==> config.mk <==
export PLATFORM = sky130hd
export DESIGN_NAME = mult_booth_nr
export DESIGN_NICKNAME = d
export VERILOG_FILES = /design/src/rtl/mult_pkg.sv /design/src/rtl/reg_desp_n.sv /design/src/rtl/mult_booth_nr.sv
export SDC_FILE = /design/constraint.sdc
export NUM_CORES = 1
export LEC_CHECK = 0
export ABC_AREA = 1
export CAP_MARGIN = 20
export CORE_ASPECT_RATIO = 0.7
export CORE_UTILIZATION = 55
export DETAILED_ROUTE_END_ITERATION = 16
export GPL_TIMING_DRIVEN = 1
export PLACE_DENSITY = 0.79
export SETUP_SLACK_MARGIN = 0.05
export SLEW_MARGIN = 20
export SYNTH_ARGS = -nofsm -noshare
export SYNTH_HDL_FRONTEND = slang
export SYNTH_SLANG_ARGS = --single-unit
==> constraint.sdc <==
create_clock -name clk -period 4.78 [get_ports clk]
set_clock_uncertainty 0.1 [all_clocks]
set_input_delay 0.478 -clock clk [delete_from_list [all_inputs] [get_ports clk]]
set_output_delay 0.478 -clock clk [all_outputs]
set_load 0.02 [all_outputs]
==> src/rtl/mult_pkg.sv <==
// Shared definitions for the Booth multiplier: FSM states, radix encoding and
// the iteration-count helper.
package mult_pkg;

    typedef enum logic [1:0] {
        IDLE = 2'd0,
        CALC = 2'd1,
        DONE = 2'd2
    } state_t;

    localparam logic RADIX2 = 1'b0;
    localparam logic RADIX4 = 1'b1;

    // Radix-4 consumes two multiplier bits per iteration.
    function automatic int iter_count(input int n, input logic radix4);
        return (radix4 == RADIX4) ? n / 2 : n;
    endfunction

endpackage

==> src/rtl/reg_desp_n.sv <==
// W-bit register with parallel load and a right shift by 1 or 2 positions,
// filling the vacated top bits from shift_in. Load has priority over shift.
module reg_desp_n #(
    parameter int W = 8
) (
    input  logic         clk,
    input  logic         reset,
    input  logic         load,
    input  logic [W-1:0] load_val,
    input  logic         shift_en,
    input  logic         shift2,
    input  logic [1:0]   shift_in,
    output logic [W-1:0] value
);

    always_ff @(posedge clk or posedge reset) begin
        if (reset) begin
            value <= '0;
        end else if (load) begin
            value <= load_val;
        end else if (shift_en) begin
            // A single shift takes only shift_in[0].
            value <= shift2 ? {shift_in, value[W-1:2]} : {shift_in[0], value[W-1:1]};
        end
    end

endmodule

==> src/rtl/mult_booth_nr.sv <==
// Sequential signed multiplier, Booth radix-2 or radix-4 selected per operation.
// Handshake: start is sampled only in IDLE; done pulses one cycle when product is valid.
module mult_booth_nr
    import mult_pkg::*;
#(
    parameter int N = 6
) (
    input  logic           clk,
    input  logic           reset,
    input  logic           start,
    input  logic           radix4,
    input  logic [N-1:0]   m,
    input  logic [N-1:0]   q,
    output logic           busy,
    output logic           done,
    output logic [2*N-1:0] product,
    output logic [1:0]     state_dbg
);

    localparam int AW = N + 2;
    localparam int CW = $clog2(N + 1);

    generate
        if ((N % 2) != 0 || N < 4) begin : g_bad_n
            $error("mult_booth_nr: N must be even and >= 4");
        end
    endgenerate

    state_t        state;
    logic [AW-1:0] m_reg;
    logic [AW-1:0] a_reg;
    logic [AW-1:0] addend;
    logic [AW-1:0] a_sum;
    logic [AW-1:0] a_next;
    logic [AW-1:0] a_load_val;
    logic [N-1:0]  q_reg;
    logic [N-1:0]  q_next;
    logic [CW-1:0] count;
    logic [2:0]    recode;
    logic          q_m1;
    logic          mode;
    logic          sub;
    logic          accept;
    logic          calc;
    logic          a_load;

    assign accept    = (state == IDLE) && start;
    assign calc      = (state == CALC);
    assign state_dbg = state;

    // Booth recoding: pick the magnitude to add and whether to subtract it.
    always_comb begin
        addend = '0;
        sub    = 1'b0;
        recode = {q_reg[1:0], q_m1};
        if (mode == RADIX4) begin
            case (recode)
                3'b001, 3'b010: addend = m_reg;
                3'b011:         addend = m_reg << 1;
                3'b100: begin
                    addend = m_reg << 1;
                    sub    = 1'b1;
                end
                3'b101, 3'b110: begin
                    addend = m_reg;
                    sub    = 1'b1;
                end
                default: addend = '0;
            endcase
        end else begin
            case ({q_reg[0], q_m1})
                2'b01: addend = m_reg;
                2'b10: begin
                    addend = m_reg;
                    sub    = 1'b1;
                end
                default: addend = '0;
            endcase
        end
    end

    assign a_sum = sub ? (a_reg - addend) : (a_reg + addend);

    // Arithmetic right shift of {A,Q,q_-1}; the low bits of the sum move into Q.
    assign a_next = (mode == RADIX4) ? {{2{a_sum[AW-1]}}, a_sum[AW-1:2]}
                                     : {a_sum[AW-1], a_sum[AW-1:1]};
    assign q_next = (mode == RADIX4) ? {a_sum[1:0], q_reg[N-1:2]}
                                     : {a_sum[0], q_reg[N-1:1]};

    assign a_load     = accept | calc;
    assign a_load_val = calc ? a_next : '0;

    reg_desp_n #(.W(AW)) u_a_reg (
        .clk      (clk),
        .reset    (reset),
        .load     (a_load),
        .load_val (a_load_val),
        .shift_en (1'b0),
        .shift2   (1'b0),
        .shift_in (2'b00),
        .value    (a_reg)
    );

    reg_desp_n #(.W(N)) u_q_reg (
        .clk      (clk),
        .reset    (reset),
        .load     (accept),
        .load_val (q),
        .shift_en (calc),
        .shift2   (mode),
        .shift_in (a_sum[1:0]),
        .value    (q_reg)
    );

    always_ff @(posedge clk or posedge reset) begin
        if (reset) begin
            state   <= IDLE;
            busy    <= 1'b0;
            done    <= 1'b0;
            product <= '0;
            m_reg   <= '0;
            q_m1    <= 1'b0;
            mode    <= RADIX2;
            count   <= '0;
        end else begin
            case (state)
                IDLE: begin
                    done <= 1'b0;
                    if (start) begin
                        m_reg <= {{2{m[N-1]}}, m};
                        q_m1  <= 1'b0;
                        mode  <= radix4;
                        count <= CW'(iter_count(N, radix4));
                        busy  <= 1'b1;
                        state <= CALC;
                    end
                end
                CALC: begin
                    q_m1  <= (mode == RADIX4) ? q_reg[1] : q_reg[0];
                    count <= count - CW'(1);
                    if (count == CW'(1)) begin
                        product <= {a_next[N-1:0], q_next};
                        busy    <= 1'b0;
                        done    <= 1'b1;
                        state   <= DONE;
                    end
                end
                DONE: begin
                    done  <= 1'b0;
                    state <= IDLE;
                end
                default: begin
                    busy  <= 1'b0;
                    done  <= 1'b0;
                    state <= IDLE;
                end
            endcase
        end
    end

endmodule
-- Word level (Yosys, flattened, before mapping)
Index checks and enable logic that the tools add are counted.
- register bits after elaboration: 41
- word-level logic and storage cells: 67
- reduce and logical (&&, ||, !) cells: 13
- $add $sub $neg: 3
- bitwise logic cells: 2
- equality and inequality tests: 13
- mux-type cells: 26
- operator list (kind ; count):
    8-bit 2-to-1 mux ; 4
    6-bit 2-to-1 mux ; 4
    8-bit case mux with 2 select lines ; 1
    3-bit equality test, second input constant ; 3
    1-bit 2-to-1 mux ; 9
    8-bit adder ; 1
    2-bit AND reduction ; 4
    8-bit subtractor ; 1
    3-bit by 1-bit equality test with 1-bit output, second input constant ; 2
    3-bit by 2-bit equality test with 1-bit output, second input constant ; 2
    3-bit 2-to-1 mux ; 2
    3-bit case mux with 2 select lines ; 1
    2-bit by 1-bit equality test with 1-bit output, second input constant ; 2
    2-bit equality test, second input constant ; 2
    2-bit 2-to-1 mux ; 2
    2-bit case mux with 2 select lines ; 1
    2-bit nonzero test ; 2
    2-bit OR reduction ; 2
    4-bit OR reduction ; 1
    1-bit case mux with 3 select lines ; 1
    3-bit AND reduction ; 1
    3-bit OR reduction ; 1
    3-bit by 1-bit subtractor with 3-bit output, second input constant ; 1
    2-bit logical NOT ; 1
    other kinds (6) ; 6

-- Logic depth before layout (Yosys ltp)
- depth in word-level cells: 9
- mapped depth: 25
- gate-level depth less buffers: 25

-- Hierarchy
A second synthesis with hierarchy kept.
- cells, all modules: 425
- area, all modules: 2939.1 um2
- modules (own cells, without submodules) (module ; seq. area each (um2) ; instances ; area each (um2) ; cells an instance):
    mult_booth_nr ; 675.6 ; 1 ; 2039.5 ; 284
    reg_desp_n (u_a_reg) ; 200.2 ; 1 ; 516.7 ; 80
    reg_desp_n (u_q_reg) ; 150.1 ; 1 ; 382.9 ; 61

-- Worst setup path after synthesis
Ideal clock, no wire load.
- path type: register to register
- start point: reg u_q_reg.value[0]
- end point: reg u_a_reg.value[5]
- setup time: 0.117 ns
- path slack: 1.655 ns
- arrival: 2.909 ns
- required time: 4.563 ns
- cell stages (with the launch flop): 25
- period minus slack after synthesis: 3.125 ns
- cells stage by stage: dfrtp_1 -> inv_1 -> ha_1 -> clkinv_1 -> nand2_2 -> nand3_1 -> a21oi_2 -> inv_1 -> ha_1 -> nor2_1 -> xnor2_1 -> inv_1 -> ha_1 -> a21oi_1 -> o21ai_1 -> nand2_1 -> nand2_1 -> nand2_1 -> nand2_8 -> inv_1 -> nand3_1 -> nand3_1 -> nand2_1 -> nand2_1 -> nand2_1
- longest elaborated chain between the ends: 8
- elaborated cells on any way between the ends: 23
- RTL lines (element ; RTL line ; text):
    start: declaration ; reg_desp_n.sv:13 ; output logic [W-1:0] value
    start signal: assignment ; reg_desp_n.sv:20 ; value <= load_val;
    start signal: assignment ; reg_desp_n.sv:23 ; value <= shift2 ? {shift_in, value[W-1:2]} : {shift_in[0], value[W-1:1]};
    3-bit equality test, or another cell as far along ; mult_booth_nr.sv:57 ; case (recode)
    4-bit OR reduction (no line) or 2-bit OR reduction (tied branches) ; - ;
    8-bit case mux with 2 select lines or 8-bit 2-to-1 mux (tied branches) ; mult_booth_nr.sv:57, mult_booth_nr.sv:71 ;
    8-bit 2-to-1 mux ; mult_booth_nr.sv:56 ; if (mode == RADIX4) begin
    8-bit adder or 8-bit subtractor (tied branches) ; mult_booth_nr.sv:82 ; assign a_sum = sub ? (a_reg - addend) : (a_reg + addend);
    8-bit 2-to-1 mux (*) ; mult_booth_nr.sv:82 ;
    6-bit 2-to-1 mux (*) ; mult_booth_nr.sv:85 ; assign a_next = (mode == RADIX4) ? {{2{a_sum[AW-1]}}, a_sum[AW-1:2]}
    8-bit 2-to-1 mux (*) ; mult_booth_nr.sv:91 ; assign a_load_val = calc ? a_next : '0;
    end signal: assignment ; reg_desp_n.sv:20 ;
    end signal: assignment ; reg_desp_n.sv:23 ;
    end: declaration ; reg_desp_n.sv:13 ;
Every way passes the cells marked *; elsewhere a longest branch is shown, timed or not.
A chain may end at the register's enable or synchronous reset.

-- Final worst setup path
- start point: reg u_q_reg.value[0]
- end point: reg product[11]
- longest elaborated chain between the ends: 7
- elaborated cells on any way between the ends: 22
- RTL lines (element ; RTL line ; text):
    3-bit equality test, or another cell as far along ; mult_booth_nr.sv:57 ;
    4-bit OR reduction (no line) or 2-bit OR reduction (tied branches) ; - ;
    8-bit case mux with 2 select lines or 8-bit 2-to-1 mux (tied branches) ; mult_booth_nr.sv:57, mult_booth_nr.sv:71 ;
    8-bit 2-to-1 mux ; mult_booth_nr.sv:56 ;
    8-bit adder or 8-bit subtractor (tied branches) ; mult_booth_nr.sv:82 ;
    8-bit 2-to-1 mux (*) ; mult_booth_nr.sv:82 ;
    6-bit 2-to-1 mux (*) ; mult_booth_nr.sv:85 ;
    end signal: assignment ; mult_booth_nr.sv:142 ; product <= {a_next[N-1:0], q_next};
    end: declaration ; mult_booth_nr.sv:16 ; output logic [2*N-1:0] product,
Marked as above.

==> metrics.csv <==
stage;metric;value;unit
clock_network;later-pin clock latency in the skew report;0.30;ns
routing;Via Count;2114;
synthesis;sequential area share after synthesis;0.403;
critical_path;R2R Setup Slk;1.21;ns
cells_and_area;nets;374;
clock_network;clk buf depth;2;
synthesis;top post-synthesis cells by area;dfrtp_1, nand2_1, ha_1;
clock_network;cts bufs inserted;5;
global_route;met2 usage;0.406;
global_route;grt ovf;0;
critical_path;Critical Path RT;4.93;ns
routing;drt first pass iters;4;
synthesis;syn_nets;341;
clock_network;post-CTS setup buffers;0;
global_route;routing usage on met1;0.375;
global_route;GRT Max-Usage Layer;met2;
global_route;maximum number of pins on one net before global-route repair;41;
routing;Routed WL;5370;um
routing;Iteration-0 DRC Markers;114;
floorplanning;# IOs;32;
critical_path;worst-path fanout max;6;
worst_hold_path;hold path start;product[2];
timing;RSZ-0062 raised after global routing;no;
critical_path;reg2reg end;product[11];
placed_design;Post-DP HPWL;3980;um
synthesis;Synth Register Bits;40;
global_route;GRT Total Usage;0.270;
critical_path;worst r2r src;u_q_reg.value[0];
timing;Setup Viol. Count Final;0;
clock_network;Root Buffer;clkbuf_8;
cells_and_area;antenna cells;0;
floorplanning;Die ar.;4790;um^2
outcome;status;completed;
worst_hold_path;Hold Path Cell Cnt;2;
synthesis;post-synth top area share;0.403;
global_route;vias in the first global route;2044;
synthesis;Synth cell types;39;
clock_network;Num Clock Sinks;40;
critical_path;CP max stage cell;fa_1;
critical_path;CP Capture Type;flop;
critical_path;FF-to-FF path depth;20;
timing;relative slew slack;0.426;
critical_path;Worst EP arrival;3.71;ns
placed_design;dpl cells;391;
clock_network;Clock transition at path regs;0.08;ns
routing;Residual DRC;0;
cells_and_area;register with the most flip-flops;product;
synthesis;Synth Cell Area;2480;um^2
timing;fin crit share;0.746;
global_route;first-pass GRT wire length;9550;um
synthesis;area leader, netlist;dfrtp_1;
timing;maximum clock rate;280;MHz
timing;setup TNS;0;ns
clock_network;CTS tree;yes;
cells_and_area;max FFs per register;12;
placed_design;Port-buffer cells;31;
timing;crit path time final;3.57;ns
cells_and_area;Top Registers;product x12, u_a_reg.value x7;
cells_and_area;share of cells above drive strength 1;0.113;
critical_path;nature of the critical path startpoint;flop;
clock_network;CTS Hold Bufs;0;
synthesis;Avg Cell Area, Syn;8.01;um^2
cells_and_area;most frequent cells in the layout;nand2_1, dfrtp_1, clkdlybuf4s50_1;
timing;final hold vios;0;
floorplanning;core box area;4330;um^2
synthesis;Synthesis Warnings;0;
global_route;met3 global-route usage;0.0661;
floorplanning;Std-Cell Rows;20;
placed_design;GPL Wtd Cong;0.952;
critical_path;Crit path top cell by count;nand2_1;
global_route;initial antenna violation count;0;
clock_network;H-tree depth;2;
routing;DRT antenna net count;0;
clock_network;post-cts resize count;0;
timing;Slew Viols, Final;0;
critical_path;worst path cell trace;inv_1, ha_1, clkinv_1, nand2_2, nand3_1, a21oi_2, inv_1, ha_1, o21ai_0, inv_1, fa_1, o21ai_1, a21oi_1, nor2_1, nor2_1, xnor2_1, nand2_1, nand2_1, nand2_1, nand2_1;
cells_and_area;most common cell after layout, fill and taps aside;nand2_1;
cells_and_area;Layout area overhead;17.9;%
floorplanning;Initial Utilization;0.574;
worst_hold_path;worst min-delay path class;flop to flop;
cells_and_area;fin cells;399;
synthesis;Mapped Cells;310;
critical_path;CP max stage delay;0.45;ns
critical_path;critical path class;flop to flop;
timing;Slew @ Worst Pin;0.858;ns
floorplanning;die width;82.3;um
routing;routed vias/inst;5.30;
floorplanning;die height;58.2;um
routing;DR WL/cell;13.5;um
run;max cap viols;0;
worst_hold_path;Worst Hold Endpoint;product[2];
==> worst max-delay path, delay by kind of cell (launching register included) <==
| family | cells | cell delay, ns |
|---|---|---|
| buffers and inverters | 4 | 0.39 |
| and+or+nand+nor | 8 | 0.66 |
| xor gates and xnor gates | 1 | 0.20 |
| DFF | 1 | 0.42 |
| adders and majority gates | 3 | 0.89 |
| AOI/OAI and AO/OA | 4 | 0.85 |
==> area by class of cell <==
cell class              count  area [um^2]
flip-flops and latches     40         1000
repair buffers             33          325
clock inverters             2         35.0
fillers                   400         1400
well taps                  55         68.8
multi-input cells         231         1310
clock buffers               6         72.6
inverters                  32          120
==> cells by family after synthesis <==
| group | share of synthesized area |
|---|---|
| AND/OR/NAND/NOR | 0.284 |
| AO/OA/AOI/OAI | 0.120 |
| flip-flops | 0.403 |
| buffers and inverters | 0.0715 |
| adder cells (fa/ha/maj) | 0.0786 |
| XOR/XNOR | 0.0388 |
| multiplexers | 0.00403 |
==> synth_stat cells <==
cell type and number:
a221o_1 1, o31ai_1 1, nor2_2 2, a21oi_1 11, a22oi_1 1, nand3_2 2, nand3_4 1, fa_1 1
nor2_4 1, nand2_4 2, o21ai_2 2, a31oi_1 1, clkbuf_1 3, nand2_8 1, nand2_1 110, clkbuf_8 2
o21ai_0 8, buf_4 1, o21a_1 2, and2_4 1, ha_1 14, buf_6 1, xor2_1 5, dfrtp_1 40
a21oi_2 1, nand2_2 7, clkinv_1 1, o211ai_1 5, inv_2 8, nand3_1 11, or2_4 1, o22ai_1 3
mux2i_1 1, nand4_1 1, nor2_1 12, o21ai_1 15, nor2_8 1, xnor2_1 6, inv_1 23
==> per-stage QoR <==
step                      setup WS, ns  hold WS (ns)  utilization  area (um^2)
final                             1.21         0.376        0.676         2930
after global routing             0.928         0.413        0.676         2930
after CTS                         1.20         0.386        0.676         2930
after detailed placement          1.26         0.367        0.651         2820
after global placement            1.40         0.357        0.651         2820
after floorplan                   1.65         0.355            -         2480
==> routing by layer <==
layer / vias to the layer above / wire (um)
met5: - / 0
met4: 0 / 74
met3: 12 / 240
met2: 48 / 2410
met1: 994 / 2650
li1: 1060 / -
==> worst max path at each step <==
stage | startpoint | endpoint | cells after the start
CTS | u_q_reg.value[0] | product[11] | 20
global placement | u_q_reg.value[0] | u_a_reg.value[5] | 24
finish | u_q_reg.value[0] | product[11] | 20
global route | u_q_reg.value[0] | product[11] | 20
detailed placement | u_q_reg.value[0] | product[11] | 22
floorplan | u_q_reg.value[0] | u_a_reg.value[5] | 24
Power is not shown: default switching activity piles up to over one toggle a cycle in this logic, so the estimate is an artifact.
